File: src/rtl/cpm_arb_mi_rr.sv
// rtl/cpm_arb_mi_rr.sv - multi-requester, multi-target round-robin arbiter with burst lock
// Each target runs its own rotating pointer plus an IDLE/LOCKED owner FSM; grants are combinational.
module cpm_arb_mi_rr #(
    parameter int REQ_NUM = 4,
    parameter int TGT_NUM = 4,
    parameter int TGT_AW  = (TGT_NUM > 1) ? $clog2(TGT_NUM) : 1,
    parameter int REQ_AW  = (REQ_NUM > 1) ? $clog2(REQ_NUM) : 1,
    parameter bit LOCK_EN = 1'b1
) (
    input  logic                        clk,
    input  logic                        rst_n,
    input  logic [REQ_NUM-1:0]          REQ_ARB,
    input  logic [REQ_NUM*TGT_AW-1:0]   REQ_IDX,
    input  logic [REQ_NUM-1:0]          REQ_LAST,
    input  logic [TGT_NUM-1:0]          TGT_RDY,
    output logic [REQ_NUM-1:0]          GNT_ARB,
    output logic [TGT_NUM-1:0]          GNT_VLD,
    output logic [TGT_NUM*REQ_AW-1:0]   GNT_IDX,
    output logic [TGT_NUM-1:0]          LOCK
);

    typedef enum logic {
        S_IDLE   = 1'b0,
        S_LOCKED = 1'b1
    } state_t;

    state_t             state_q [TGT_NUM];
    state_t             state_d [TGT_NUM];
    logic [REQ_AW-1:0]  ptr_q   [TGT_NUM];
    logic [REQ_AW-1:0]  ptr_d   [TGT_NUM];
    logic [REQ_AW-1:0]  owner_q [TGT_NUM];
    logic [REQ_AW-1:0]  owner_d [TGT_NUM];
    logic [REQ_AW-1:0]  win     [TGT_NUM];
    logic [TGT_NUM-1:0] win_vld;
    logic [TGT_AW-1:0]  req_tgt [REQ_NUM];

    // Slot k of the rotation starting at base, wrapped explicitly at REQ_NUM.
    function automatic logic [REQ_AW-1:0] rr_slot(input logic [REQ_AW-1:0] base, input int k);
        logic [REQ_AW:0] sum;
        sum = {1'b0, base} + (REQ_AW+1)'(k);
        if (sum >= (REQ_AW+1)'(REQ_NUM)) begin
            sum = sum - (REQ_AW+1)'(REQ_NUM);
        end
        return sum[REQ_AW-1:0];
    endfunction

    function automatic logic [REQ_AW-1:0] next_ptr(input logic [REQ_AW-1:0] r);
        return (r == REQ_AW'(REQ_NUM-1)) ? '0 : r + 1'b1;
    endfunction

    always_comb begin
        for (int r = 0; r < REQ_NUM; r++) begin
            req_tgt[r] = REQ_IDX[r*TGT_AW +: TGT_AW];
        end
    end

    // Out-of-range target indices never match any t, so they are simply ignored.
    always_comb begin
        logic [REQ_AW-1:0] cand;
        cand    = '0;
        win_vld = '0;
        for (int t = 0; t < TGT_NUM; t++) begin
            win[t] = '0;
            if (state_q[t] == S_LOCKED) begin
                if (REQ_ARB[owner_q[t]] && req_tgt[owner_q[t]] == TGT_AW'(t)) begin
                    win_vld[t] = 1'b1;
                    win[t]     = owner_q[t];
                end
            end else begin
                for (int k = 0; k < REQ_NUM; k++) begin
                    cand = rr_slot(ptr_q[t], k);
                    if (!win_vld[t] && REQ_ARB[cand] && req_tgt[cand] == TGT_AW'(t)) begin
                        win_vld[t] = 1'b1;
                        win[t]     = cand;
                    end
                end
            end
        end
    end

    always_comb begin
        GNT_ARB = '0;
        GNT_IDX = '0;
        for (int t = 0; t < TGT_NUM; t++) begin
            if (win_vld[t]) begin
                GNT_ARB[win[t]]              = 1'b1;
                GNT_IDX[t*REQ_AW +: REQ_AW] = win[t];
            end
        end
    end

    assign GNT_VLD = win_vld;

    always_comb begin
        logic xfer;
        logic last;
        xfer = 1'b0;
        last = 1'b0;
        for (int t = 0; t < TGT_NUM; t++) begin
            state_d[t] = state_q[t];
            ptr_d[t]   = ptr_q[t];
            owner_d[t] = owner_q[t];
            xfer       = win_vld[t] && TGT_RDY[t];
            last       = REQ_LAST[win[t]];
            if (xfer) begin
                if (state_q[t] == S_LOCKED) begin
                    if (last) begin
                        ptr_d[t]   = next_ptr(owner_q[t]);
                        state_d[t] = S_IDLE;
                    end
                end else if (last || !LOCK_EN) begin
                    ptr_d[t] = next_ptr(win[t]);
                end else begin
                    owner_d[t] = win[t];
                    state_d[t] = S_LOCKED;
                end
            end
        end
    end

    always_ff @(posedge clk or negedge rst_n) begin
        if (!rst_n) begin
            for (int t = 0; t < TGT_NUM; t++) begin
                state_q[t] <= S_IDLE;
                ptr_q[t]   <= '0;
                owner_q[t] <= '0;
            end
        end else begin
            for (int t = 0; t < TGT_NUM; t++) begin
                state_q[t] <= state_d[t];
                ptr_q[t]   <= ptr_d[t];
                owner_q[t] <= owner_d[t];
            end
        end
    end

    always_comb begin
        for (int t = 0; t < TGT_NUM; t++) begin
            LOCK[t] = (state_q[t] == S_LOCKED);
        end
    end

endmodule

File: config.mk
export PLATFORM = sky130hd
export DESIGN_NAME = cpm_arb_mi_rr
export DESIGN_NICKNAME = d
export VERILOG_FILES = /design/src/rtl/cpm_arb_mi_rr.sv
export SDC_FILE = /design/constraint.sdc
export NUM_CORES = 1
export LEC_CHECK = 0
export CAP_MARGIN = 20
export CORE_MARGIN = 5
export CORE_UTILIZATION = 50
export DETAILED_ROUTE_END_ITERATION = 7
export PLACE_DENSITY = 0.77
export SYNTH_ARGS = -nofsm -noshare
export SYNTH_HDL_FRONTEND = slang
export SYNTH_SLANG_ARGS = --single-unit
export TNS_END_PERCENT = 5
File: constraint.sdc
create_clock -name clk -period 3.2 [get_ports clk]
set_clock_uncertainty 0.1 [all_clocks]
set_input_delay 0.64 -clock clk [delete_from_list [all_inputs] [get_ports clk]]
set_output_delay 0.64 -clock clk [all_outputs]
set_load 0.01 [all_outputs]
# --- Word level (Yosys, flattened, before mapping) ---
# Cells that the tools add are included.
word_totals:
  regBits: 20
  in_bits: 22
  out_inout_bits: 20
  elab_cells: 471
op_classes:
  add_sub_neg: 36
  order_cmp: 64
  n_eq_ne: 23
  n_mux: 240
  bitwise: 31
  n_reduce_logical: 65
op_table:
  columns: ["op", "count"]
  rows:
  - ["2-bit two-way mux", 120]
  - ["3-bit >= comparator (second input constant)", 32]
  - ["2-bit binary-select mux with 2-bit select", 20]
  - ["2-bit by 3-bit < comparator with 1-bit output (second input constant)", 24]
  - ["1-bit two-way mux", 68]
  - ["2-bit inverter with 3-bit output", 20]
  - ["1-bit binary-select mux with 2-bit select", 24]
  - ["1-bit logical AND", 40]
  - ["2-bit == test (second input constant)", 18]
  - ["2-bit by 1-bit subtractor with 2-bit output (second input constant)", 16]
  - ["2-bit by 2-bit adder with 3-bit output (second input constant)", 8]
  - ["2-bit by 1-bit adder with 2-bit output (second input constant)", 8]
  - ["4-bit two-way mux", 4]
  - ["2-bit by 1-bit adder with 3-bit output (second input constant)", 4]
  - ["2-bit by 3-bit >= comparator with 1-bit output (second input constant)", 4]
  - ["1-bit logical NOT", 12]
  - ["4-bit OR", 3]
  - ["3-bit AND reduction", 4]
  - ["2-bit by 1-bit == test with 1-bit output (second input constant)", 5]
  - ["2-bit logical NOT", 5]
  - ["1-bit demux with 2-bit select", 4]
  - ["2-bit by 1-bit >= comparator with 1-bit output (second input constant)", 4]
  - ["1-bit inverter", 8]
  - ["2-bit AND reduction", 4]

# --- Depth between registers and ports, before layout ---
# Gate-level depths: netlist of the first run.
depth:
  depth_word: 37
  mapped_depth: 10
  ltp_nobuf: 8

# --- Least setup slack after synthesis of the first run ---
# No wires, ideal clock.
synth_timing:
  path_type: "input -> output"
  start: "input REQ_IDX[2]"
  end: "output GNT_ARB[0]"
  t_arrival_ns: 2.491
  path_slack_ns: -0.031
  cell_stages: 9
  path_cell_list: "or3b_1 -> buf_2 -> or3_1 -> a31o_1 -> o221ai_2 -> inv_1 -> ha_1 -> a22oi_1 -> nand2_1"
synth_lines:
  columns: ["element", "line_no", "source"]
  rows:
  - ["start, declared", "13", "input logic [REQ_NUM*TGT_AW-1:0] REQ_IDX,"]
  - ["end, declared", "16", "output logic [REQ_NUM-1:0] GNT_ARB,"]

==> flow_metrics.env, run 1 <==
export IMPL_critical_path_arrival_ps=2750
export IMPL_run_status="complete, but fails checks"
export IMPL_fin_ws_ps=-294
export IMPL_cp_end_kind="output port"
export IMPL_fmax_ghz=0.286
export IMPL_core_area_um2=5070
export IMPL_failed_checks="negative setup slack"
export IMPL_ant_nets=0
export IMPL_grt_pass1_vias=3160
export IMPL_cts_sinks=20
export IMPL_mappedNetlistArea_um2=2600
export IMPL_async_flop_share=1.00
export IMPL_place_inst=477
export IMPL_worstSkewPairLatency_ps=270
export IMPL_numCtsBuffers=3
export IMPL_rsz0062_at_grt="true"
export IMPL_instances_no_fill=496
export IMPL_avgSynthCellArea_um2=8.44
export IMPL_hold_viol=0
export IMPL_crit_required_ps=2460
export IMPL_holdBufCountCts=0
export IMPL_min_period_ps=3490
export IMPL_vias=3143
export IMPL_start_kind="input pin"
export IMPL_grt_pass1_wl_um=14700
export IMPL_clkTransAtPathRegs_ps=80
export IMPL_place_area_um2=3570
export IMPL_gr_usage_all_layers=0.281
export IMPL_power_density_nw_per_um2=616
export IMPL_nNetsFinal=469
export IMPL_synth_flop_cell="dfrtp_1"
export IMPL_finalCritPeriodShare=1.09
export IMPL_start_util=0.512
export IMPL_drtIter0Drc=224
export IMPL_gp_congestion=0.946
export IMPL_syn_inst=308
export IMPL_ioPinCount=42
export IMPL_ys_warnings_count=0
export IMPL_wirelength_um=9220
export IMPL_ctsHtreeMaxLevel=1
export IMPL_finish_utilization=0.775
export IMPL_dpl_hpwl_um=6320
export IMPL_synth_distinct_cells=65
export IMPL_clock_root_buffer="clkbuf_8"
export IMPL_ir_drop_mv=0.409
export IMPL_antenna_cells=0
export IMPL_rows=26
export IMPL_grt_antenna_before_repair=0
export IMPL_path_class="in -> out"
export IMPL_hp_class="reg -> reg"
export IMPL_max_slew_margin=0.558
export IMPL_yosysSeqAreaShare=0.193
export IMPL_clock_path_buffers=2
export IMPL_grt_ovfl_total=0
export IMPL_synth_nets=350
export IMPL_drc=0
export IMPL_maxCapViolCount=0
export IMPL_grt_max_degree=21
export IMPL_leakage_nw=1.79
export IMPL_postLayoutCellArea_um2=3930
export IMPL_ys_ff_latch=20
export IMPL_setup_viol=6
export IMPL_finalMaxSlewViolations=0
export IMPL_drive_above_1_share=0.357
export IMPL_routedWlPerCell_um=18.6
export IMPL_die_x_um=82.1
export IMPL_die_h_um=82.1
export IMPL_area_growth_pct=51.3
export IMPL_crit_path_max_fanout=3
export IMPL_die_area_um2=6740
export IMPL_drt_vias_per_instance=6.34
export IMPL_firstDrtPassIters=5
export IMPL_worstMarginPinSlew_ps=654
export IMPL_portBuffers=41
export IMPL_synth_edff_count=0
export IMPL_cts_tree="yes"
metrics by stage:
step	hold WS [ps]	setup TNS (ps)	setup WS [ps]	power [mW]
final	485	-1150	-294	2.42
after global routing	499	-1670	-361	2.59
after CTS	478	-984	-240	2.30
after detailed placement	465	-10380	-967	2.01
after global placement	460	-9380	-897	1.98
after floorplan	244	-3.84	-1.92	1.34
timing repair:
item,in CTS,in global routing
resized for setup,85,31
pin swaps,18,13
buffers inserted,12,3
endpoints found under the setup margin,19,11
layout make-up:
class | count | area, µm²
Fill cell | 364 | 1140
Tap cell | 70 | 87.6
Clock buffer | 4 | 55.1
Timing Repair Buffer | 128 | 1070
Sequential cell | 20 | 500
Inverter | 17 | 66.3
Multi-Input combinational cell | 257 | 2150
placed cells by master (no fill, tap or decap), drive strengths merged, types with 5 or more instances in the layout:
master / synthesis / routed
buf: 6 / 99
nand2: 30 / 30
dfrtp: 20 / 20
ha: 20 / 20
o21ai: 19 / 19
mux2i: 17 / 17
inv: 17 / 17
a21oi: 16 / 16
clkdlybuf4s50: 0 / 15
nor2: 12 / 12
nand3b: 11 / 11
mux2: 11 / 11
a22oi: 11 / 11
dlygate4sd2: 0 / 9
nand3: 7 / 7
nor2b: 7 / 7
nand4b: 5 / 5
o21a: 5 / 5
nor3: 5 / 5
a31oi: 5 / 5
o31ai: 5 / 5
critical path, cell delays in order:
cell	delay, ps
buf_8	100
or3b_4	410
nor4b_4	360
a311oi_2	130
a221oi_4	390
inv_2	80
buf_6	130
ha_4	150
a22oi_2	160
nand2_1	70
buf_2	140
per-layer routing:
layer  up-vias  wire length, µm  GRT usage  share of wire
met4         0              380      0.130          0.041
met1      1482             3560      0.334           0.39
met3        56              702     0.0597          0.076
met2       182             4570      0.482           0.50
li1       1423                -          -              -
met5         -                0          0              0
registers in the layout, summed over array words and instances (netlist names):
register  flops
owner_q       8
ptr_q         8
LOCK          4
kinds of logic after synthesis:
family / Yosys count / share of synthesized area
AND/OR/NAND/NOR: 111 / 0.259
AO/OA/AOI/OAI: 95 / 0.262
buffers and inverters: 31 / 0.0510
multiplexers: 31 / 0.139
adder cells (fa/ha/maj): 20 / 0.0963
flip-flops: 20 / 0.193
cell usage after synthesis (3+ instances only):
master | number | area share
o21a_1 | 5 | 0.014
a22oi_1 | 11 | 0.032
nand4b_1 | 5 | 0.017
nor2_1 | 12 | 0.017
clkbuf_1 | 8 | 0.012
a21oi_1 | 15 | 0.029
or3b_1 | 3 | 0.010
buf_2 | 4 | 0.0077
dfrtp_1 | 20 | 0.19
and2_1 | 4 | 0.0096
o22ai_1 | 3 | 0.0072
a21o_1 | 3 | 0.0087
mux4_2 | 3 | 0.026
ha_1 | 20 | 0.096
nand2_1 | 29 | 0.042
o31ai_1 | 5 | 0.014
inv_1 | 17 | 0.025
mux2i_1 | 17 | 0.065
nand3_1 | 7 | 0.013
a2111oi_0 | 4 | 0.013
nand4_1 | 3 | 0.0072
mux2_2 | 9 | 0.039
o21ai_0 | 16 | 0.031
a31oi_1 | 5 | 0.012
o21ai_1 | 3 | 0.0058
nor2b_1 | 7 | 0.017
o211ai_1 | 3 | 0.0087
nand3b_1 | 11 | 0.032
nor3_1 | 5 | 0.0096
a211oi_1 | 4 | 0.012
final timing paths:
| path | start | end | slack (ps) | depth (start not counted) |
|---|---|---|---|---|
| max | REQ_IDX[0] | GNT_ARB[0] | -290 | 11 |
| min | ptr_q[0] | ptr_q[0] | 490 | 1 |
| max reg2reg | owner_q[2] | ptr_q[2] | 520 | 8 |
| min reg2reg | ptr_q[0] | ptr_q[0] | 490 | 1 |
| max in group asynchronous | rst_n | owner_q[1] | 2150 | 2 |
| min in group asynchronous | rst_n | ptr_q[6] | 610 | 2 |
where the power goes:
| group | internal, mW | switching (mW) |
|---|---|---|
| combinational | 0.834 | 0.785 |
| clock | 0.110 | 0.0937 |
| sequential | 0.363 | 0.234 |
Power figures use the tool's default switching activity.
==> run 2: changes to the inputs <==
- PLACE_DENSITY: 0.77 -> unset
- PLACE_DENSITY_LB_ADDON: unset -> 0.3
==> run 2 against run 1 <==
Against the previous run: the run still ends with negative setup slack left; sequential share of layout area shrank 0.096 points; global-route usage increased by 0.27 points; clock-buffer cell count is 1 lower; power increased by 1.9%; final cell count rose by 0.81%; die area did not move; hold slack got worse by 21 ps; final area grew 0.76%; highest routed layer unchanged.
==> flow_metrics.env, run 2 (synthesized netlist as in run 1, its figures left out) <==
export IMPL_run_status="complete, but fails checks"
export IMPL_failed_checks="negative setup slack"
export IMPL_final_common_cell="buf_4"
export IMPL_min_period_ps=3430
export IMPL_mostFrequentLayoutCells="84 x buf_4, 29 x nand2_1, 20 x dfrtp_1"
export IMPL_path_class="in -> out"
export IMPL_finish_utilization=0.781
export IMPL_start_util=0.512
export IMPL_grt_pass1_vias=3127
export IMPL_p_total_mw=2.47
export IMPL_die_x_um=82.1
export IMPL_worstMarginPinSlew_ps=621
export IMPL_wirelength_um=9060
export IMPL_drive_above_1_share=0.374
export IMPL_gp_congestion=0.909
export IMPL_hold_viol=0
export IMPL_drc=0
export IMPL_internal_power_mw=1.35
export IMPL_netSwitchingPower_mw=1.12
export IMPL_rsz0062_at_grt="true"
export IMPL_clock_root_buffer="clkbuf_8"
export IMPL_place_inst=485
export IMPL_cp_cell_sequence="buf_6 -> or3b_4 -> nor4b_4 -> o21ba_4 -> a221oi_4 -> buf_4 -> buf_6 -> buf_6 -> ha_4 -> a22oi_2 -> nand2_1 -> buf_2"
export IMPL_holdWs_ps=464
export IMPL_postLayoutCellArea_um2=3960
export IMPL_antenna_cells=0
export IMPL_grt_max_degree=23
export IMPL_finalCritPeriodShare=1.07
export IMPL_die_h_um=82.1
export IMPL_critical_path_max_stage_delay_ps=400
export IMPL_setup_viol=6
export IMPL_nNetsFinal=474
export IMPL_use_met2=0.502
export IMPL_place_area_um2=3630
export IMPL_cts_sinks=20
export IMPL_area_growth_pct=52.5
export IMPL_gr_usage_all_layers=0.284
export IMPL_start_kind="input pin"
export IMPL_ioPinCount=42
export IMPL_worst_path_dominant_cell_family="simple AND/OR/NAND/NOR gates"
export IMPL_leakage_nw=1.76
export IMPL_drt_vias_per_instance=6.19
export IMPL_cts_tree="yes"
export IMPL_clkTransAtPathRegs_ps=70
export IMPL_firstDrtPassIters=5
export IMPL_crit_required_ps=2460
export IMPL_clock_path_buffers=2
export IMPL_top_usage_layer="met2"
export IMPL_power_share_switching=0.455
export IMPL_combPwrFrac=0.679
export IMPL_power_density_nw_per_um2=623
export IMPL_portBuffers=41
export IMPL_cp_num_buf_inv=5
export IMPL_drtIter0Drc=242
export IMPL_core_area_um2=5070
export IMPL_die_area_um2=6740
export IMPL_routedWlPerCell_um=18.1
export IMPL_finalMaxSlewViolations=0
export IMPL_grt_ovfl_total=0
export IMPL_numCtsBuffers=3
export IMPL_dpl_hpwl_um=6350
export IMPL_rows=26
export IMPL_max_slew_margin=0.581
export IMPL_cp_end_kind="output port"
export IMPL_pwr_share_seq=0.251
export IMPL_grt_antenna_before_repair=0
export IMPL_vias=3095
export IMPL_worstSkewPairLatency_ps=270
export IMPL_holdBufCountCts=0
export IMPL_use_met1=0.335
export IMPL_crit_path_max_fanout=2
export IMPL_path_common_cell="buf_6"
export IMPL_power_frac_clock=0.070
export IMPL_ctsHtreeMaxLevel=1
export IMPL_ir_drop_mv=0.343
export IMPL_instances_no_fill=500
export IMPL_hp_class="reg -> reg"
export IMPL_critical_path_arrival_ps=2690
export IMPL_cp_slowest_cell="or3b_4"
export IMPL_maxCapViolCount=0
export IMPL_fin_ws_ps=-229
export IMPL_grt_pass1_wl_um=14800
export IMPL_ant_nets=0
export IMPL_fmax_ghz=0.292
export IMPL_met3_usage=0.0456
run 2: cell count changes in the layout (fill, tap and decap cells not counted), sizes merged:
cell           delta
clkdlybuf4s15     +4
buf               +3
dlygate4sd2       -3
clkdlybuf4s50     +2
dlymetal6s2s      -2
run 2: what timing repair did:
item / CTS / global route
setup endpoints to repair: 19 / 13
pin swaps: 25 / 11
resized for setup: 112 / 9
buffers inserted: 12 / 0
run 2: through the flow:
stage	setup slack [ps]	setup TNS, ps
after floorplan	-1.92	-3.84
after global placement	-889	-9820
after detailed placement	-995	-10920
after CTS	-226	-857
after global routing	-295	-1390
final	-229	-697
run 2: layer usage:
metal / part of all wire / routed length (µm)
met1: 0.40 / 3590
met2: 0.50 / 4550
met3: 0.060 / 545
met4: 0.041 / 367
met5: 0 / 0
run 2: worst paths after layout:
path | from | end | slack (ps) | cells after the start
max | REQ_IDX[1] | GNT_ARB[2] | -230 | 12
max in group asynchronous | rst_n | owner_q[1] | 2160 | 2
min | ptr_q[0] | ptr_q[0] | 460 | 1
min in group asynchronous | rst_n | LOCK[0] | 610 | 2
min reg2reg | ptr_q[0] | ptr_q[0] | 460 | 1
max reg2reg | ptr_q[6] | ptr_q[7] | 260 | 10
run 2: layout make-up:
type / count / area, µm²
inverters: 17 / 66.3
fillers: 355 / 1110
well taps: 70 / 87.6
multi-input cells: 257 / 2170
clock buffers: 3 / 41.3
flip-flops and latches: 20 / 500
repair buffers: 133 / 1090
run 2: worst register-to-register path: cells and delay by family (launching register included):
| family | cells | cell delay [ps] |
|---|---|---|
| AOI/OAI and AO/OA | 4 | 650 |
| muxes | 1 | 580 |
| DFF | 1 | 570 |
| buffers and inverters | 4 | 510 |
| and+or+nand+nor | 1 | 400 |
run 2: power groups by stage:
stage | clock (mW) | combinational, mW | sequential, mW
after floorplan | 0 | 0.841 | 0.498
after global placement | 0 | 1.43 | 0.581
after detailed placement | 0 | 1.46 | 0.586
after CTS | 0.177 | 1.61 | 0.600
after global routing | 0.187 | 1.81 | 0.640
final | 0.172 | 1.68 | 0.620
==> run 3: changes to the inputs <==
- CORE_MARGIN: 5 -> unset
==> run 3 against run 2 <==
Against the previous run: the flow still finishes with violations (negative setup slack); sequential power shrank 2%; register-to-register slack improved by 330 ps; clock power rose by 5%; clock-buffer cell count stayed put; global-route usage is 4.4 points higher; setup slack better by 48 ps; die area down 19%; largest cell class unchanged.
==> flow_metrics.env, run 3 (synthesized netlist as in run 1, its figures left out) <==
export IMPL_numCtsBuffers=3
export IMPL_drc=0
export IMPL_instances_no_fill=490
export IMPL_crit_required_ps=2460
export IMPL_worstReg2RegEnd="ptr_q[6]"
export IMPL_grt_pass1_wl_um=13800
export IMPL_maxCapViolCount=0
export IMPL_antenna_cells=0
export IMPL_cp_end_kind="output port"
export IMPL_failed_checks="negative setup slack"
export IMPL_ctsHtreeMaxLevel=1
export IMPL_hp_class="reg -> reg"
export IMPL_wirelength_um=8420
export IMPL_core_area_um2=4850
export IMPL_ant_nets=0
export IMPL_final_common_cell="buf_4"
export IMPL_clock_path_buffers=2
export IMPL_grt_pass1_vias=3034
export IMPL_die_area_um2=5490
export IMPL_gp_congestion=0.857
export IMPL_cts_tree="yes"
export IMPL_drt_vias_per_instance=6.17
export IMPL_min_period_ps=3380
export IMPL_clkTransAtPathRegs_ps=80
export IMPL_worstMarginPinSlew_ps=635
export IMPL_worstReg2RegStart="ptr_q[7]"
export IMPL_crit_path_max_fanout=5
export IMPL_worstSkewPairLatency_ps=260
export IMPL_finalMaxSlewViolations=0
export IMPL_fin_ws_ps=-181
export IMPL_run_status="complete, but fails checks"
export IMPL_r2r_slack_ps=590
export IMPL_path_class="in -> out"
export IMPL_routedWlPerCell_um=17.2
export IMPL_ff2ff_path_depth=7
export IMPL_power_density_nw_per_um2=603
export IMPL_max_slew_margin=0.576
export IMPL_cp_num_buf_inv=5
export IMPL_critical_path_arrival_ps=2640
export IMPL_dpl_hpwl_um=6030
export IMPL_grt_max_degree=23
export IMPL_grt_ovfl_total=0
export IMPL_cts_sinks=20
export IMPL_vias=3021
export IMPL_nNetsFinal=467
export IMPL_whs_endpoint="ptr_q[2]"
export IMPL_rows=25
export IMPL_p_total_mw=2.33
export IMPL_finalCritPeriodShare=1.06
export IMPL_start_util=0.536
export IMPL_cp_cell_sequence="buf_6 -> buf_4 -> nor3b_4 -> nor4b_4 -> buf_4 -> o21ba_2 -> a221oi_4 -> inv_2 -> ha_4 -> a22oi_2 -> nand2_1 -> buf_2"
export IMPL_place_inst=477
export IMPL_path_common_cell="buf_4"
export IMPL_area_growth_pct=48.6
export IMPL_finalSetupTns_ps=-527
export IMPL_die_h_um=74.1
export IMPL_drive_above_1_share=0.364
export IMPL_drtIter0Drc=270
export IMPL_rsz0062_at_grt="true"
export IMPL_setup_viol=4
export IMPL_hold_viol=0
export IMPL_portBuffers=41
export IMPL_critical_path_max_stage_delay_ps=310
export IMPL_holdBufCountCts=0
export IMPL_cp_slowest_cell="nor3b_4"
export IMPL_firstDrtPassIters=6
export IMPL_crit_cells=12
export IMPL_ioPinCount=42
export IMPL_clock_root_buffer="clkbuf_8"
export IMPL_holdPathStages=2
export IMPL_leakage_nw=1.73
export IMPL_die_x_um=74.1
export IMPL_gr_usage_all_layers=0.328
export IMPL_worst_path_dominant_cell_family="compound AO/OA/AOI/OAI gates"
export IMPL_mostFrequentLayoutCells="78 x buf_4, 28 x nand2_1, 20 x dfrtp_1"
export IMPL_start_kind="input pin"
export IMPL_fmax_ghz=0.296
export IMPL_finish_utilization=0.797
export IMPL_ir_drop_mv=0.442
export IMPL_hold_start="ptr_q[2]"
export IMPL_grt_antenna_before_repair=0
-- run 3: cell count changes in the layout (fill, tap and decap cells not counted), sizes merged --
cell           previous run  this run
clkdlybuf4s15             7         2
dlymetal6s2s              0         1
dlygate4sd2               6         7
buf                     102        98
-- run 3: metal layers --
| metal | track usage | part of all wire | vias to the layer above |
|---|---|---|---|
| li1 | - | - | 1416 |
| met5 | 0 | 0 | - |
| met3 | 0.0501 | 0.070 | 40 |
| met4 | 0.160 | 0.039 | 0 |
| met1 | 0.391 | 0.39 | 1426 |
| met2 | 0.574 | 0.50 | 139 |
-- run 3: how the worst max path moves through the flow --
stage          startpoint    endpoint  slack [ps]
2_1_floorplan  REQ_IDX[2]  GNT_ARB[0]          -2
6_report       REQ_IDX[3]  GNT_ARB[0]        -180
4_1_cts        REQ_IDX[3]  GNT_ARB[0]        -190
3_3_place_gp   REQ_ARB[0]  GNT_ARB[1]        -900
3_5_place_dp   REQ_ARB[1]  GNT_ARB[2]       -1050
5_1_grt        REQ_ARB[3]  GNT_ARB[1]        -210
-- run 3: timing repair --
| item | in CTS | in global routing |
|---|---|---|
| pin swaps | 25 | 11 |
| setup endpoints to repair | 20 | 10 |
| setup buffers | 9 | 1 |
| resized for setup | 102 | 17 |
-- run 3: final cells by class --
type                            instances  area (µm²)
Clock buffer                            3        41.3
Fill cell                             331         986
Inverter                               17        63.8
Multi-Input combinational cell        257        2160
Sequential cell                        20         500
Tap cell                               67        83.8
Timing Repair Buffer                  126        1010
-- run 3: where the power goes --
group / internal [mW] / total [mW] / leakage, nW / switching [mW]
sequential: 0.363 / 0.605 / 0.241 / 0.241
combinational: 0.803 / 1.54 / 1.47 / 0.741
clock: 0.0843 / 0.180 / 0.0216 / 0.0961
total: 1.25 / 2.33 / 1.73 / 1.08
-- run 3: worst register-to-register path, cell delays in order, from the launching register on --
cell	delay [ps]
dfrtp_1	490
nor4b_4	340
a311oi_2	100
a221oi_4	400
buf_4	230
mux4_2	570
a31oi_1	190
a31oi_1	70
-- run 3: stage by stage --
step                      hold slack, ps  worst slack [ps]  instance area [µm²]
after floorplan                      244             -1.92                 2600
after global placement               469              -904                 3590
final                                494              -181                 3860
after CTS                            497              -185                 3790
after global routing                 516              -206                 3860
after detailed placement             478             -1050                 3590
